**src/rtl/step_sequencer.sv**
```systemverilog
// step_sequencer: T-state sequencer for a simple instruction engine.
//   FETCH covers T0..T2, EXEC covers T3..last. The fetch read in T1 and any
//   execute step with mem_req stall in WAIT until mem_ready. Every output
//   is a flop, so there is no combinational path from an input to an output.
//
// Ports
//   clk          single clock, rising edge
//   reset        asynchronous assert, active low
//   run          fetch/execute enable (level)
//   halt_req     stop after the current instruction (sampled in last step)
//   exec_last    final T-state of the decoded instruction (sampled in T3)
//   mem_req      current execute step needs a memory read
//   mem_ready    memory data valid this cycle
//   step_req     single-step advance strobe (only with the macro below)
//   t_onehot     one-hot current T-state, zero when not stepping
//   step         binary current T-state
//   busy         FETCH, EXEC or WAIT
//   waiting      stalled on mem_ready
//   instr_done   one-cycle pulse after the last step completes
//   halted       in HALT (left only through reset)
//   instr_count  retired instructions, wraps modulo 2**CNT_W
//
// Build option: define STEP_SEQUENCER_SINGLE_STEP_EN to add step_req and
// gate every T-state advance on it.
//
// state   | meaning
// --------+-------------------------------------------------
// S_IDLE  | not stepping, waiting for run
// S_FETCH | T0..T2, instruction fetch
// S_EXEC  | T3..last, execute
// S_WAIT  | stalled in T1 or an execute step until mem_ready
// S_HALT  | stopped after halt_req, exit only via reset
module step_sequencer #(
  parameter int STEP_W = 3,
  parameter int CNT_W  = 16,
  localparam int MAX_STEPS = 2 ** STEP_W
) (
  input  logic                 clk,
  input  logic                 reset,
  input  logic                 run,
  input  logic                 halt_req,
  input  logic [STEP_W-1:0]    exec_last,
  input  logic                 mem_req,
  input  logic                 mem_ready,
`ifdef STEP_SEQUENCER_SINGLE_STEP_EN
  input  logic                 step_req,
`endif
  output logic [MAX_STEPS-1:0] t_onehot,
  output logic [STEP_W-1:0]    step,
  output logic                 busy,
  output logic                 waiting,
  output logic                 instr_done,
  output logic                 halted,
  output logic [CNT_W-1:0]     instr_count
);

  typedef enum logic [2:0] {S_IDLE, S_FETCH, S_EXEC, S_WAIT, S_HALT} state_t;

  state_t               r_state, w_state_nxt;
  logic [STEP_W-1:0]    r_step, w_step_nxt;
  logic [STEP_W-1:0]    r_last, w_last_nxt;
  logic [CNT_W-1:0]     r_count, w_count_nxt;
  logic                 r_done, w_done_nxt;
  logic [MAX_STEPS-1:0] r_onehot, w_onehot_nxt;
  logic                 r_busy, w_busy_nxt;
  logic                 r_waiting, w_waiting_nxt;
  logic                 r_halted, w_halted_nxt;

  logic                 w_adv;
  logic                 w_stall;
  logic                 w_go;
  logic                 w_at_last;
  logic [STEP_W-1:0]    w_exec_clamped;
  logic [STEP_W-1:0]    w_last_eff;

`ifdef STEP_SEQUENCER_SINGLE_STEP_EN
  assign w_adv = step_req;
`else
  assign w_adv = 1'b1;
`endif

  // Upper clamp is implicit: exec_last cannot exceed MAX_STEPS-1.
  assign w_exec_clamped = (exec_last < STEP_W'(3)) ? STEP_W'(3) : exec_last;
  // In T3 the latched value is not yet updated, so compare against the input.
  assign w_last_eff = (r_step == STEP_W'(3)) ? w_exec_clamped : r_last;
  assign w_at_last  = (r_step == w_last_eff);
  assign w_stall    = !mem_ready &&
                      ((r_state == S_FETCH && r_step == STEP_W'(1)) ||
                       (r_state == S_EXEC && mem_req));

  always_ff @(posedge clk or negedge reset) begin
    if (!reset) begin
      r_state   <= S_IDLE;
      r_step    <= '0;
      r_last    <= STEP_W'(3);
      r_count   <= '0;
      r_done    <= 1'b0;
      r_onehot  <= '0;
      r_busy    <= 1'b0;
      r_waiting <= 1'b0;
      r_halted  <= 1'b0;
    end else begin
      r_state   <= w_state_nxt;
      r_step    <= w_step_nxt;
      r_last    <= w_last_nxt;
      r_count   <= w_count_nxt;
      r_done    <= w_done_nxt;
      r_onehot  <= w_onehot_nxt;
      r_busy    <= w_busy_nxt;
      r_waiting <= w_waiting_nxt;
      r_halted  <= w_halted_nxt;
    end
  end

  always_comb begin
    w_state_nxt = r_state;
    w_step_nxt  = r_step;
    w_last_nxt  = r_last;
    w_count_nxt = r_count;
    w_done_nxt  = 1'b0;
    w_go        = 1'b0;
    case (r_state)
      S_IDLE: begin
        if (run && w_adv) begin
          w_state_nxt = S_FETCH;
          w_step_nxt  = '0;
        end
      end
      S_FETCH, S_EXEC: begin
        if (w_stall) w_state_nxt = S_WAIT;
        else         w_go        = w_adv;
      end
      S_WAIT:  w_go        = mem_ready && w_adv;
      S_HALT:  w_state_nxt = S_HALT;
      default: w_state_nxt = S_IDLE;
    endcase

    if (w_go) begin
      if (r_step == STEP_W'(3)) w_last_nxt = w_exec_clamped;
      if (w_at_last) begin
        w_done_nxt  = 1'b1;
        w_count_nxt = r_count + CNT_W'(1);
        w_step_nxt  = '0;
        if (halt_req)  w_state_nxt = S_HALT;
        else if (run)  w_state_nxt = S_FETCH;
        else           w_state_nxt = S_IDLE;
      end else begin
        w_step_nxt  = r_step + STEP_W'(1);
        w_state_nxt = (r_step < STEP_W'(2)) ? S_FETCH : S_EXEC;
      end
    end
  end

  // Outputs are decoded from the next state so they land in flops.
  always_comb begin
    w_onehot_nxt  = '0;
    w_busy_nxt    = (w_state_nxt == S_FETCH) || (w_state_nxt == S_EXEC) ||
                    (w_state_nxt == S_WAIT);
    w_waiting_nxt = (w_state_nxt == S_WAIT);
    w_halted_nxt  = (w_state_nxt == S_HALT);
    if (w_busy_nxt) w_onehot_nxt[w_step_nxt] = 1'b1;
  end

  assign t_onehot    = r_onehot;
  assign step        = r_step;
  assign busy        = r_busy;
  assign waiting     = r_waiting;
  assign instr_done  = r_done;
  assign halted      = r_halted;
  assign instr_count = r_count;

endmodule
```
**config.mk**
```make
export PLATFORM = sky130hd
export DESIGN_NAME = step_sequencer
export DESIGN_NICKNAME = d
export VERILOG_FILES = /design/src/rtl/step_sequencer.sv
export SDC_FILE = /design/constraint.sdc
export NUM_CORES = 1
export LEC_CHECK = 0
export CAP_MARGIN = 20
export CORE_MARGIN = 2
export CORE_UTILIZATION = 54
export DETAILED_ROUTE_END_ITERATION = 6
export HOLD_SLACK_MARGIN = 0.06
export PLACE_DENSITY = 0.84
export RECOVER_POWER = 25
export SLEW_MARGIN = 15
export SYNTH_ARGS = -nofsm -noshare
export SYNTH_HDL_FRONTEND = slang
export SYNTH_SLANG_ARGS = --single-unit
```
**constraint.sdc**
```tcl
create_clock -name clk -period 6.1 [get_ports clk]
set_clock_uncertainty 0.15 [all_clocks]
set_input_delay 1.83 -clock clk [delete_from_list [all_inputs] [get_ports clk]]
set_output_delay 1.83 -clock clk [all_outputs]
set_load 0.01 [all_outputs]
```
==> metrics.md, run 1 <==
| Metric | Value |
|---|---|
| Req. time, crit path | 6.04 ns |
| Met3 wire len | 240 um |
| Vias in the first global route | 1497 |
| Max stage delay cell, worst path | clkbuf_1 |
| Root buf cell | clkbuf_4 |
| Slowest cell delay on critical path | 1.40 ns |
| DIE WIDTH | 63.2 um |
| Ratio of cells with drive above 1 in the final layout | 12.6% |
| Post-synth top flop | dfrtp_1 |
| DPL Wire Length | 2.92 mm |
| DR vias/cell | 5.68 |
| Critical path startpoint category | primary input |
| Failing checks | max-capacitance violations, max-slew violations |
| WL final | 4.25 mm |
| Die height | 63.2 um |
| Overall power | 759 uW |
| Power per cell area | 320 mW/mm2 |
| CTS sink cnt | 37 |
| HP Class | reg2reg |
| Synth Net Count | 188 |
| Crit-path cells | dlygate4sd3_1 -> clkbuf_1 |
| Hold Buf Count CTS | 0 |
| Synth cell types | 51 |
| Worst EP arrival | 3.77 ns |
| Final Critical Period | 3.83 ns |
| Max Root-Sink Buffers | 2 |
| Initial DRC Count | 97 |
| Setup bufs post-CTS | 0 |
| Num CTS Buffers | 5 |
| Synth Instances | 175 |
| Leak pwr | 0.00103 uW |
| Nets | 226 |
| CTS tree | built |
| Stages on worst setup path | 2 |
| Mean post-synth cell area | 10.8 um2 |
| Crit-path max FO | 37 |
| Crit share post-route | 62.8% |
| Max transition margin | -31.0% |
| DR vias | 1477 |
| Post-synth EDFFs | 0 |
| Met2 WL | 2.05 mm |
| Core ar. | 0.00336 mm2 |
| Status | complete, but fails checks |
| Worst reg-to-reg path cell count | 8 |
| Pins Over Slew Limit | 38 |
| Hold path cells | 1 |
| Clk_lat worst skew | 0.35 ns |
| Initial antenna violation count | 0 |
| Std-Cell Rows | 21 |
| Worst Path Class, Setup | in2async |
| FMAX | 261 MHz |
| Asr flop ratio synth | 100% |
| Worst path buffer plus inverter count | 2 |
| N_diodes | 0 |
| Die Area | 0.00399 mm2 |
| Met1 WL | 1.90 mm |
| ANT nets after route | 0 |
| Area Overhead vs Synth | 25.5% |
| Setup TNS | 0 ns |
| Delay-heaviest family, CP | buffers and inverters |
| RePlAce Congestion | 0.803 |
| Post-synthesis sequential area ratio | 49.1% |
| Netlist Area Pre-Place | 0.00189 mm2 |
| Gr usage total | 23.7% |
| Reg clk slew, reported paths | 0.11 ns |
| Final Core Density | 70.6% |
| Setup repair after global routing missed its margin | no |
| Final setup viols | 0 |
| Max-Cap Viols | 1 |
| Final Hold Viols | 0 |
| Initial Utilization | 56.2% |
| Peak supply drop | 0.000274 V |
| Drt wl/cell | 16.4 um |
| Slew @ Worst Pin | 1.97 ns |
| Post-synthesis register bit count | 37 |
| Port-buffer cells | 39 |
| Top Ports | 40 |
| Top sig layer | met4 |
| Max H-tree Level | 2 |
| Overflow after GRT | 0 |
| DRC | 0 |
| Drt pass-1 iters | 4 |
| First-pass GRT wire length | 7.35 mm |
| Warnings from Yosys | 0 |
| Largest net degree at the start of global routing | 38 |
| Crit path capture type | asynchronous set/reset pin |
| Post-CTS Resized | 0 |
-- metrics by stage --
step	area, um2	worst slack, ns	hold slack, ns	std cells
6_report	2370	2.27	0.332	260
5_1_grt	2370	1.83	0.360	260
4_1_cts	2380	2.41	0.338	260
3_5_place_dp	2290	2.07	0.319	252
3_3_place_gp	2290	2.16	0.314	252
2_1_floorplan	1890	2.67	0.302	175
-- cell usage after synthesis, types with 2 or more instances --
cell type,n,share of area (%)
a211o_2,2,1.1
a21oi_1,4,1.1
a22o_1,2,0.93
and2_1,5,1.7
and3_1,7,2.3
buf_2,2,0.53
buf_6,2,1.2
clkbuf_1,3,0.60
dfrtp_1,35,46
dfstp_2,2,2.8
ha_1,4,2.6
inv_1,4,0.79
mux2_2,2,1.2
nand2_1,15,3.0
nand2b_1,2,0.66
nand3_1,3,0.79
nand4_1,8,2.6
nand4_2,2,1.3
nor2_1,14,2.8
nor2b_1,3,0.99
o211ai_1,2,0.79
o21a_1,2,0.79
o21ai_0,5,1.3
o31a_1,2,0.93
or2_2,3,0.99
xnor2_1,15,6.9
-- worst paths after layout --
path / end / start / slack (ns)
worst max-delay path: instr_count[2]$_DFFE_PN0P_ / reset / 2.27
worst min-delay path: instr_count[15]$_DFFE_PN0P_ / instr_count[15]$_DFFE_PN0P_ / 0.33
worst max register to register: instr_count[12]$_DFFE_PN0P_ / step[0]$_DFF_PN0_ / 3.16
worst min register to register: instr_count[15]$_DFFE_PN0P_ / instr_count[15]$_DFFE_PN0P_ / 0.33
max in group clk: instr_count[12]$_DFFE_PN0P_ / exec_last[2] / 2.41
min in group asynchronous: r_last[2]$_DFFE_PN0N_ / reset / 2.40
-- placed cells by master, fill, tap and decap left out, types with 4 or more instances in the layout --
cell type | synthesis | final
inv_1 | 4 | 4
and2_1 | 5 | 5
nand2_1 | 15 | 15
clkbuf_4 | 1 | 5
nor2_1 | 14 | 14
o21ai_0 | 5 | 5
dfrtp_1 | 35 | 35
xnor2_1 | 15 | 15
and3_1 | 7 | 7
a21oi_1 | 4 | 4
nand4_1 | 8 | 8
ha_1 | 4 | 4
clkdlybuf4s50_1 | 0 | 38
-- report_power, final --
group	internal (uW)	switching, uW	total [uW]
sequential	285	43.9	329
combinational	118	128	246
clock	97.4	86.1	183
-- metal layers --
metal	track usage, %	up-vias
li1	-	693
met1	31.6	733
met2	39.2	44
met3	6.61	7
met4	4.89	0
met5	0	-
-- state kept, by name, summed over array words and instances (netlist names) --
name and flops:
step 3, t_onehot 8, waiting 1, r_state 3, halted 1, instr_count 16, busy 1, instr_done 1
r_last 3
-- area by class of cell --
type / instances / area, um2
sequential: 37 / 928
multi-input combinational: 125 / 890
clock inverter: 2 / 37.5
clock buffer: 6 / 51.3
timing repair buffer: 40 / 394
inverter: 4 / 15.0
tap: 46 / 57.6
fill: 271 / 990
-- logic make-up (layout without fill, tap and decap cells) --
kind of cell               count (synthesis)  count (layout)  share of synthesized area (%)
xor gates and xnor gates                  16              16                           7.41
buffers and inverters                     13              52                           3.90
DFF                                       37              37                           49.1
adders and majority gates                  4               4                           2.65
and+or+nand+nor                           71              71                           21.3
AOI/OAI and AO/OA                         31              31                           13.9
muxes                                      3               3                           1.79
(Power assumes the default switching activity.)
==> run 2: changes to the inputs <==
Settings changed: CORE_UTILIZATION 54 to 45, PLACE_DENSITY 0.84 to 0.75.
Clock period 6.1 ns to 3.1 ns, I/O delays scaled along.
==> run 2 against run 1 <==
Compared with the run above: the flow now finishes without violations; global-route usage down 6.1 points; setup slack got worse by 1.9 ns; combinational power is 99% higher; cell count up 3.1%; first-iteration DRC count down 29%; wire length is 12% lower; final area grew 2.5%; clock power is 130% higher; die area is 19% higher; flip-flop and latch count did not move; worst hold slack lost 0.0044 ns; critical endpoint is now t_onehot[3]$_DFF_PN0_.
==> metrics.md, run 2 (synthesis gave the netlist of run 1 again) <==
| Metric | Value |
|---|---|
| Cell area after layout | 0.00243 mm2 (was 0.00237 mm2) |
| Max Root-Sink Buffers | 2 (unchanged) |
| Initial Utilization | 47.0% (was 56.2%) |
| Worst path buffer plus inverter count | 1 (was 2) |
| Reg clk slew, reported paths | 0.08 ns (was 0.11 ns) |
| Std-Cell Rows | 23 (was 21) |
| Initial antenna violation count | 0 (unchanged) |
| Overall power | 1560 uW (was 759 uW) |
| Switching power | 514 uW (was 258 uW) |
| N_diodes | 0 (unchanged) |
| Global Route met2 Usage | 27.3% (was 39.2%) |
| RePlAce Congestion | 0.783 (was 0.803) |
| Largest register FFs | 16 (unchanged) |
| Worst EP arrival | 2.80 ns (was 3.77 ns) |
| Routing usage on met1 | 24.8% (was 31.6%) |
| Most common cell after layout, fill and taps aside | clkdlybuf4s50_1 (unchanged) |
| Area Overhead vs Synth | 28.6% (was 25.5%) |
| Most frequent cells in the layout | 38 x clkdlybuf4s50_1, 35 x dfrtp_1, 15 x nand2_1, 15 x xnor2_1, 14 x nor2_1 (unchanged) |
| Final Hold Viols | 0 (unchanged) |
| FMAX | 360 MHz |
| Die Area | 0.00474 mm2 (was 0.00399 mm2) |
| Setup repair after global routing missed its margin | no (unchanged) |
| Crit path capture type | flip-flop (was asynchronous set/reset pin) |
| Critical path startpoint category | primary input (unchanged) |
| DR vias/cell | 5.28 (was 5.68) |
| Worst Path Class, Setup | in2reg (was in2async) |
| Req. time, crit path | 3.12 ns (was 6.04 ns) |
| Nets | 230 (was 226) |
| Slowest cell delay on critical path | 0.53 ns (was 1.40 ns) |
| Port-buffer cells | 39 (unchanged) |
| Setup bufs post-CTS | 0 (unchanged) |
| Max H-tree Level | 2 (unchanged) |
| Crit-path max FO | 6 (was 37) |
| CTS tree | built (unchanged) |
| Max stage delay cell, worst path | clkdlybuf4s50_1 (was clkbuf_1) |
| WL final | 3.73 mm (was 4.25 mm) |
| Power per cell area | 641 mW/mm2 (was 320 mW/mm2) |
| Leak pwr | 0.00107 uW (was 0.00103 uW) |
| First-pass GRT wire length | 6.20 mm (was 7.35 mm) |
| Max transition margin | 42.8% (was -31.0%) |
| Busiest grt layer | met2 (unchanged) |
| Final Core Density | 60.4% (was 70.6%) |
| Initial DRC Count | 69 (was 97) |
| Status | finished, final reports clean (was complete, but fails checks) |
| Final setup viols | 0 (unchanged) |
| Clk_lat worst skew | 0.29 ns (was 0.35 ns) |
| Peak supply drop | 0.000527 V (was 0.000274 V) |
| Vias in the first global route | 1325 (was 1497) |
| DR vias | 1415 (was 1477) |
| HP Class | reg2reg (unchanged) |
| Die height | 68.8 um (was 63.2 um) |
| Cell Int Power | 1050 uW (was 500 uW) |
| Worst hold slack | 0.328 ns (was 0.332 ns) |
| Final Critical Period | 2.78 ns |
| Pins Over Slew Limit | 0 (was 38) |
| Gr usage total | 17.7% (was 23.7%) |
| Largest net degree at the start of global routing | 38 (unchanged) |
| CTS sink cnt | 37 (unchanged) |
| Slew @ Worst Pin | 0.858 ns (was 1.97 ns) |
| Part of the power in registers | 41.3% (was 43.3%) |
| DIE WIDTH | 68.8 um (was 63.2 um) |
| Drt wl/cell | 13.9 um (was 16.4 um) |
| Sw Share | 32.9% (was 34.1%) |
| Num CTS Buffers | 5 (unchanged) |
| Power share of the clock group | 27.3% (was 24.2%) |
| Delay-heaviest family, CP | compound AO/OA/AOI/OAI gates (was buffers and inverters) |
| DRC | 0 (unchanged) |
| Crit share post-route | 89.6% |
| Core ar. | 0.00403 mm2 (was 0.00336 mm2) |
| Setup TNS | 0 ns (unchanged) |
| Comb power frac | 31.4% (was 32.5%) |
| Drt pass-1 iters | 4 (unchanged) |
| Root buf cell | clkbuf_8 (was clkbuf_4) |
| Max-Cap Viols | 0 (was 1) |
| ANT nets after route | 0 (unchanged) |
| Met3 usage | 3.73% (was 6.61%) |
| Hold Buf Count CTS | 0 (unchanged) |
| Overflow after GRT | 0 (unchanged) |
| Dpl cell area | 0.00232 mm2 (was 0.00229 mm2) |
| Crit-path cells | clkdlybuf4s50_1 -> nand3b_1 -> a221oi_4 -> o221a_4 -> a31oi_1 -> o211ai_1 -> nor2_1 (was dlygate4sd3_1 -> clkbuf_1) |
| Ratio of cells with drive above 1 in the final layout | 14.7% (was 12.6%) |
| DPL Wire Length | 2.70 mm (was 2.92 mm) |
| Top Ports | 40 (unchanged) |
| Post-CTS Resized | 0 (unchanged) |
-- run 2: cell types whose count changed in the layout (fill, tap and decap cells not counted), sizes merged --
cell,delta
buf,+4
clkbuf,-1
clkinv,+1
clkinvlp,-1
inv,+1
-- run 2: metrics by stage --
step / setup WS (ns) / std cells
after floorplan: 0.549 / 175
after global placement: 0.0375 / 260
after detailed placement: 0.0268 / 260
after CTS: 0.332 / 268
after global routing: 0.207 / 268
final: 0.321 / 268
-- run 2: worst register-to-register path: cells and delay by family, from the launching register on --
kind,cells,cell delay [ns]
compound gates,4,1.13
flops,1,0.47
fa+ha+maj,1,0.38
simple gates,2,0.26
buf+inv,1,0.15
-- run 2: routing by layer --
layer	part of all wire (%)	wire length (um)	vias to the layer above
li1	-	-	705
met1	48	1800	679
met2	47	1750	26
met3	3.5	129	5
met4	1.5	57	0
met5	0	0	-
-- run 2: worst paths after layout --
check / from / to / slack [ns] / depth (start not counted)
worst max-delay path: exec_last[2] / t_onehot[3]$_DFF_PN0_ / 0.32 / 7
worst min-delay path: instr_count[15]$_DFFE_PN0P_ / instr_count[15]$_DFFE_PN0P_ / 0.33 / 1
worst max register to register: step[2]$_DFF_PN0_ / t_onehot[3]$_DFF_PN0_ / 0.44 / 8
worst min register to register: instr_count[15]$_DFFE_PN0P_ / instr_count[15]$_DFFE_PN0P_ / 0.33 / 1
max in group asynchronous: reset / instr_count[4]$_DFFE_PN0P_ / 1.14 / 2
min in group asynchronous: reset / step[0]$_DFF_PN0_ / 1.12 / 2
-- run 2: cell type report --
class                           instances  area [um2]
Clock buffer                            5        68.8
Inverter                                4        15.0
Timing Repair Buffer                   44         425
Sequential cell                        37         928
Clock inverter                          3        43.8
Tap cell                               50        62.6
Multi-Input combinational cell        125         890
Fill cell                             355        1600
-- run 2: power by group through the flow --
stage          Clock, uW  Combinational [uW]  Sequential [uW]
2_1_floorplan          0                 304              645
3_3_place_gp           0                 486              650
3_5_place_dp           0                 489              652
4_1_cts              432                 494              645
5_1_grt              449                 531              657
6_report             427                 490              644
==> run 3: changes to the inputs <==
==> constraint.sdc (replaced) <==
create_clock -name clk -period 3.1 [get_ports clk]
set_clock_uncertainty 0.15 [all_clocks]
set_input_delay 0.62 -clock clk [delete_from_list [all_inputs] [get_ports clk]]
set_output_delay 0.62 -clock clk [all_outputs]
set_load 0.01 [all_outputs]
==> run 3 against run 2 <==
Compared with the run above: die area unchanged; register-to-register slack better by 0.05 ns; largest power group unchanged; total power decreased by 6.8%; largest cell class unchanged; wire length increased by 1.5%; sequential share of layout area grew 0.48 points; final area down 1.2%.
==> metrics.md, run 3 (synthesis gave the netlist of run 1 again) <==
| Metric | Value |
|---|---|
| Worst EP arrival | 2.63 ns (was 2.80 ns) |
| Overflow after GRT | 0 (unchanged) |
| Top Ports | 40 (unchanged) |
| Setup Slack @ Placement | 0.306 ns (was 0.0268 ns) |
| Pins Over Slew Limit | 0 (unchanged) |
| Max Root-Sink Buffers | 2 (unchanged) |
| FMAX | 383 MHz (was 360 MHz) |
| Power per cell area | 605 mW/mm2 (was 641 mW/mm2) |
| Final setup viols | 0 (unchanged) |
| Nets | 229 (was 230) |
| Die height | 68.8 um (unchanged) |
| DR vias | 1399 (was 1415) |
| Reg clk slew, reported paths | 0.07 ns (was 0.08 ns) |
| Drt wl/cell | 14.2 um (was 13.9 um) |
| Ratio of cells with drive above 1 in the final layout | 13.9% (was 14.7%) |
| DIE WIDTH | 68.8 um (unchanged) |
| Max-Cap Viols | 0 (unchanged) |
| Hold Buf Count CTS | 0 (unchanged) |
| Worst Path Class, Setup | reg2reg (was in2reg) |
| Final Critical Period | 2.61 ns (was 2.78 ns) |
| DRC | 0 (unchanged) |
| Peak supply drop | 0.000432 V (was 0.000527 V) |
| Crit share post-route | 84.2% (was 89.6%) |
| Leak pwr | 0.00105 uW (was 0.00107 uW) |
| N_diodes | 0 (unchanged) |
| Vias in the first global route | 1305 (was 1325) |
| Slew @ Worst Pin | 0.895 ns (was 0.858 ns) |
| ANT nets after route | 0 (unchanged) |
| DR vias/cell | 5.26 (was 5.28) |
| Area Overhead vs Synth | 27.1% (was 28.6%) |
| Max transition margin | 40.3% (was 42.8%) |
| Initial Utilization | 47.0% (unchanged) |
| Max H-tree Level | 2 (unchanged) |
| CTS tree | built (unchanged) |
| Status | finished, final reports clean (unchanged) |
| HP Class | reg2reg (unchanged) |
| CTS sink cnt | 37 (unchanged) |
| Setup ws final | 0.488 ns (was 0.321 ns) |
| Req. time, crit path | 3.12 ns (about the same) |
| Drt pass-1 iters | 4 (unchanged) |
| Num CTS Buffers | 5 (unchanged) |
| Most frequent cells in the layout | 38 x clkdlybuf4s50_1, 35 x dfrtp_1, 15 x nand2_1, 15 x xnor2_1, 14 x nor2_1 (unchanged) |
| Setup TNS | 0 ns (unchanged) |
| Die Area | 0.00474 mm2 (unchanged) |
| Setup repair after global routing missed its margin | no (unchanged) |
| Clk_lat worst skew | 0.29 ns (about the same) |
| Largest register FFs | 16 (unchanged) |
| Crit-path max FO | 11 (was 6) |
| Final Hold Viols | 0 (unchanged) |
| RePlAce Congestion | 0.858 (was 0.783) |
| DPL Wire Length | 2.69 mm (was 2.70 mm) |
| Post-CTS Resized | 0 (unchanged) |
| First-pass GRT wire length | 6.07 mm (was 6.20 mm) |
| Port-buffer cells | 39 (unchanged) |
| Largest net degree at the start of global routing | 38 (unchanged) |
| Crit path capture type | flip-flop (unchanged) |
| Gr usage total | 17.6% (was 17.7%) |
| Initial antenna violation count | 0 (unchanged) |
| Worst hold slack | 0.329 ns (was 0.328 ns) |
| Initial DRC Count | 92 (was 69) |
| Critical path startpoint category | flip-flop (was primary input) |
| Root buf cell | clkbuf_8 (unchanged) |
| Core ar. | 0.00403 mm2 (unchanged) |
| Std-Cell Rows | 23 (unchanged) |
| Setup bufs post-CTS | 0 (unchanged) |
| WL final | 3.79 mm (was 3.73 mm) |
| Most common cell after layout, fill and taps aside | clkdlybuf4s50_1 (unchanged) |
run 3: power by group:
group | switching (uW) | internal, uW
clock network | 163 | 176
logic | 239 | 232
registers | 81.4 | 562
total | 484 | 970
run 3: worst max-delay path, cell delays in order, from the launching register on:
cell      delay [ns]
dfrtp_1         0.39
ha_1            0.20
ha_1            0.30
and2_4          0.22
a221oi_4        0.32
o221a_4         0.27
and4_4          0.32
nand4_1         0.15
xnor2_1         0.17
run 3: worst paths after layout:
| kind | start | end | slack [ns] | cells after the start |
|---|---|---|---|---|
| min in group asynchronous | reset | t_onehot[6]$_DFF_PN0_ | 0.84 | 2 |
| max in group asynchronous | reset | r_state[1]$_DFF_PN0_ | 1.40 | 2 |
| setup reg to reg | step[0]$_DFF_PN0_ | instr_count[7]$_DFFE_PN0P_ | 0.49 | 8 |
| setup / recovery | step[0]$_DFF_PN0_ | instr_count[7]$_DFFE_PN0P_ | 0.49 | 8 |
| hold / removal | r_last[1]$_DFFE_PN1N_ | r_last[1]$_DFFE_PN1N_ | 0.33 | 2 |
| hold reg to reg | r_last[1]$_DFFE_PN1N_ | r_last[1]$_DFFE_PN1N_ | 0.33 | 2 |
run 3: cell type report:
type                       count  area [um2]
tap                           50        62.6
sequential                    37         928
clock inverter                 1        7.51
inverter                       4        15.0
timing repair buffer          43         418
fill                         357        1630
multi-input combinational    125         890
clock buffer                   6        82.6
run 3: metrics by stage:
step / util, % / total power, uW / std cells / area, um2
after floorplan: - / 950 / 175 / 1890
after global placement: 57.5 / 1120 / 259 / 2320
after detailed placement: 57.5 / 1120 / 259 / 2320
after CTS: 59.7 / 1460 / 266 / 2410
after global routing: 59.7 / 1530 / 266 / 2400
final: 59.7 / 1450 / 266 / 2400
run 3: routing by layer:
layer	GRT usage, %	wire length [um]	part of all wire, %
met3	3.41	100	2.6
met5	0	0	0
met1	25.5	1950	51
met4	8.82	80	2.1
met2	25.1	1660	44
==> edit (settings of run 2) <==
Register the output `instr_count` once more; this adds one clock of latency there. The other outputs are not delayed to match.
--- a/src/rtl/step_sequencer.sv
+++ b/src/rtl/step_sequencer.sv
@@ -168,5 +168,7 @@
   assign instr_done  = r_done;
   assign halted      = r_halted;
-  assign instr_count = r_count;
+  always_ff @(posedge clk) begin
+    instr_count <= r_count;
+  end
 
 endmodule
Check against the original RTL: not equivalent (a bounded check fails within 10 cycles, from zero or initial values and one cycle with reset low).
==> edit against run 2 <==
- routed wire length increased by 11%
- non-clock buffer count rose by 8
- final cell count is 18% higher
- design area up 19%
- sequential cell count rose by 16
- area after synthesis is 18% higher
- first-iteration DRC count increased by 70%
- worst setup slack worse by 0.080 ns
- worst hold slack worse by 0.068 ns
- critical path type unchanged
- largest cell class unchanged
Power is not compared: it rests on default switching activity, and its combinational part moved more than twofold at a synthesized area within 25%.
==> edit: results (changes against run 2) <==
stage;metric;value;unit;change
synth;synth.cells.most_frequent;dfrtp_1 (35), nand2_1 (19), nor2_1 (17), dfxtp_1 (16), xor2_1 (14);;
sta;tightest_slew;0.9165;ns;+0.05870 ns
cts;cts_resized;0;;unchanged
worst_setup_path;cp.arrival;2.94;ns;+0.14 ns
synth;yosysWarnings;0;;unchanged
synth;synth_adder_area_share;2.246;%;-0.40 points
synth;async_flop_share;69.81;%;-30 points
detailed_routing;drc_errors;0;;unchanged
worst_setup_path;crit_path_end;t_onehot[0];;
synth;muxShareOfSynthArea;2.471;%;+0.68 points
power;internal-power;1.712;mW;
synth;synth_compound_area_share;11.45;%;-2.4 points
placed_design;post-place-cells;309;;+19%
layout;drive_gt1_share;17.20;%;+2.5 points
worst_hold_path;min_path_cells;0;;-1
cts;clockRootBuffer;clkbuf_8;;
sta;fmax;349.8;MHz;-2.8%
cts;cts_inserted_buffers;5;;unchanged
worst_setup_path;max_stage_delay;0.49;ns;-0.04 ns
worst_setup_path;reg2regPathDepth;9;;+1
layout;nets;262;;+14%
synth;synth-xor-area-share;6.289;%;-1.1 points
placed_design;dp_slack;-0.04319;ns;-0.07001 ns
synth;synth_area_leaders;dfrtp_1 (39%), dfxtp_1 (14%), xor2_1 (5.5%), nand2_1 (3.2%), nor3_2 (3.1%);;
cts;cts.htree.levels;2;;unchanged
placed_design;detailed_place_hpwl;3076;um;+14%
worst_setup_path;r2r_slack;0.36;ns;-0.08 ns
synth;post_synth.cell_area_avg;11.49;um2;+6.3%
worst_setup_path;crit_family;compound AO/OA/AOI/OAI gates;;
global_routing;grt_first_pass_wirelength;6844;um;+10%
layout;fill_cells;402;;+13%
worst_hold_path;hp-start;r_count[15];;
outcome;outcome;finished clean;;
worst_hold_path;hold_path.class;flip-flop to flip-flop;;
power;power_leakage;1.307;nW;
synth;syn_nets;207;;+10%
synth;synth-seq-area-share;56.04;%;+7.0 points
detailed_routing;drtIter0Drc;117;;+70%
cts;postCtsSetupRepairBufs;0;;unchanged
detailed_routing;dr_total_vias;1604;;+13%
placed_design;routabilityCongestion;0.8359;;+6.7%
global_routing;grt_pass1_vias;1471;;+11%
synth;synth.distinct_cells;53;;+3.9%
sta;holdWs;0.2593;ns;-0.06838 ns
power;p_seq;963;uW;
global_routing;antenna_found_initial;0;;unchanged
cts;cts_buffer_depth;2;;unchanged
worst_setup_path;worstReg2RegStart;step[0];;
worst_hold_path;min_to;instr_count[15];;
worst_setup_path;crit_start;exec_last[2];;
detailed_routing;vias_per_cell;5.060;;-4.2%
detailed_routing;drt_wl_total;4134;um;+11%
global_routing;grt_use_total;16.58;%;-1.1 points
worst_setup_path;crit_fanout;4;;-2
## edit: stage by stage
step                TNS [ns]  area, um2
floorplan                  0       2228
global placement           0       2786
detailed placement  -0.08263       2786
CTS                        0       2898
global route               0       2895
finish                     0       2895
## edit: area by class of cell
cell class / count / area, um2 / share of cell area, %
Sequential cell: 53 / 1249 / 43.13
Multi-Input combinational cell: 131 / 930.9 / 32.15
Timing Repair Buffer: 52 / 498.0 / 17.20
Clock buffer: 8 / 111.4 / 3.846
Tap cell: 67 / 83.83 / 2.895
Inverter: 6 / 22.52 / 0.7779
## edit: worst register-to-register path, delay by kind of cell, from the launching register on
family	cells	cell delay [ns]
AND/OR/NAND/NOR	2	0.67
AO/OA/AOI/OAI	4	0.81
buffers and inverters	1	0.14
adder cells (fa/ha/maj)	2	0.52
flip-flops	1	0.39
## edit: layer usage
layer	track usage, %	vias up	part of all wire (%)
met3	4.336	11	4.9
met4	8.730	0	2.2
met5	0	-	0
met2	25.76	56	48
li1	-	780	-
met1	21.37	757	45
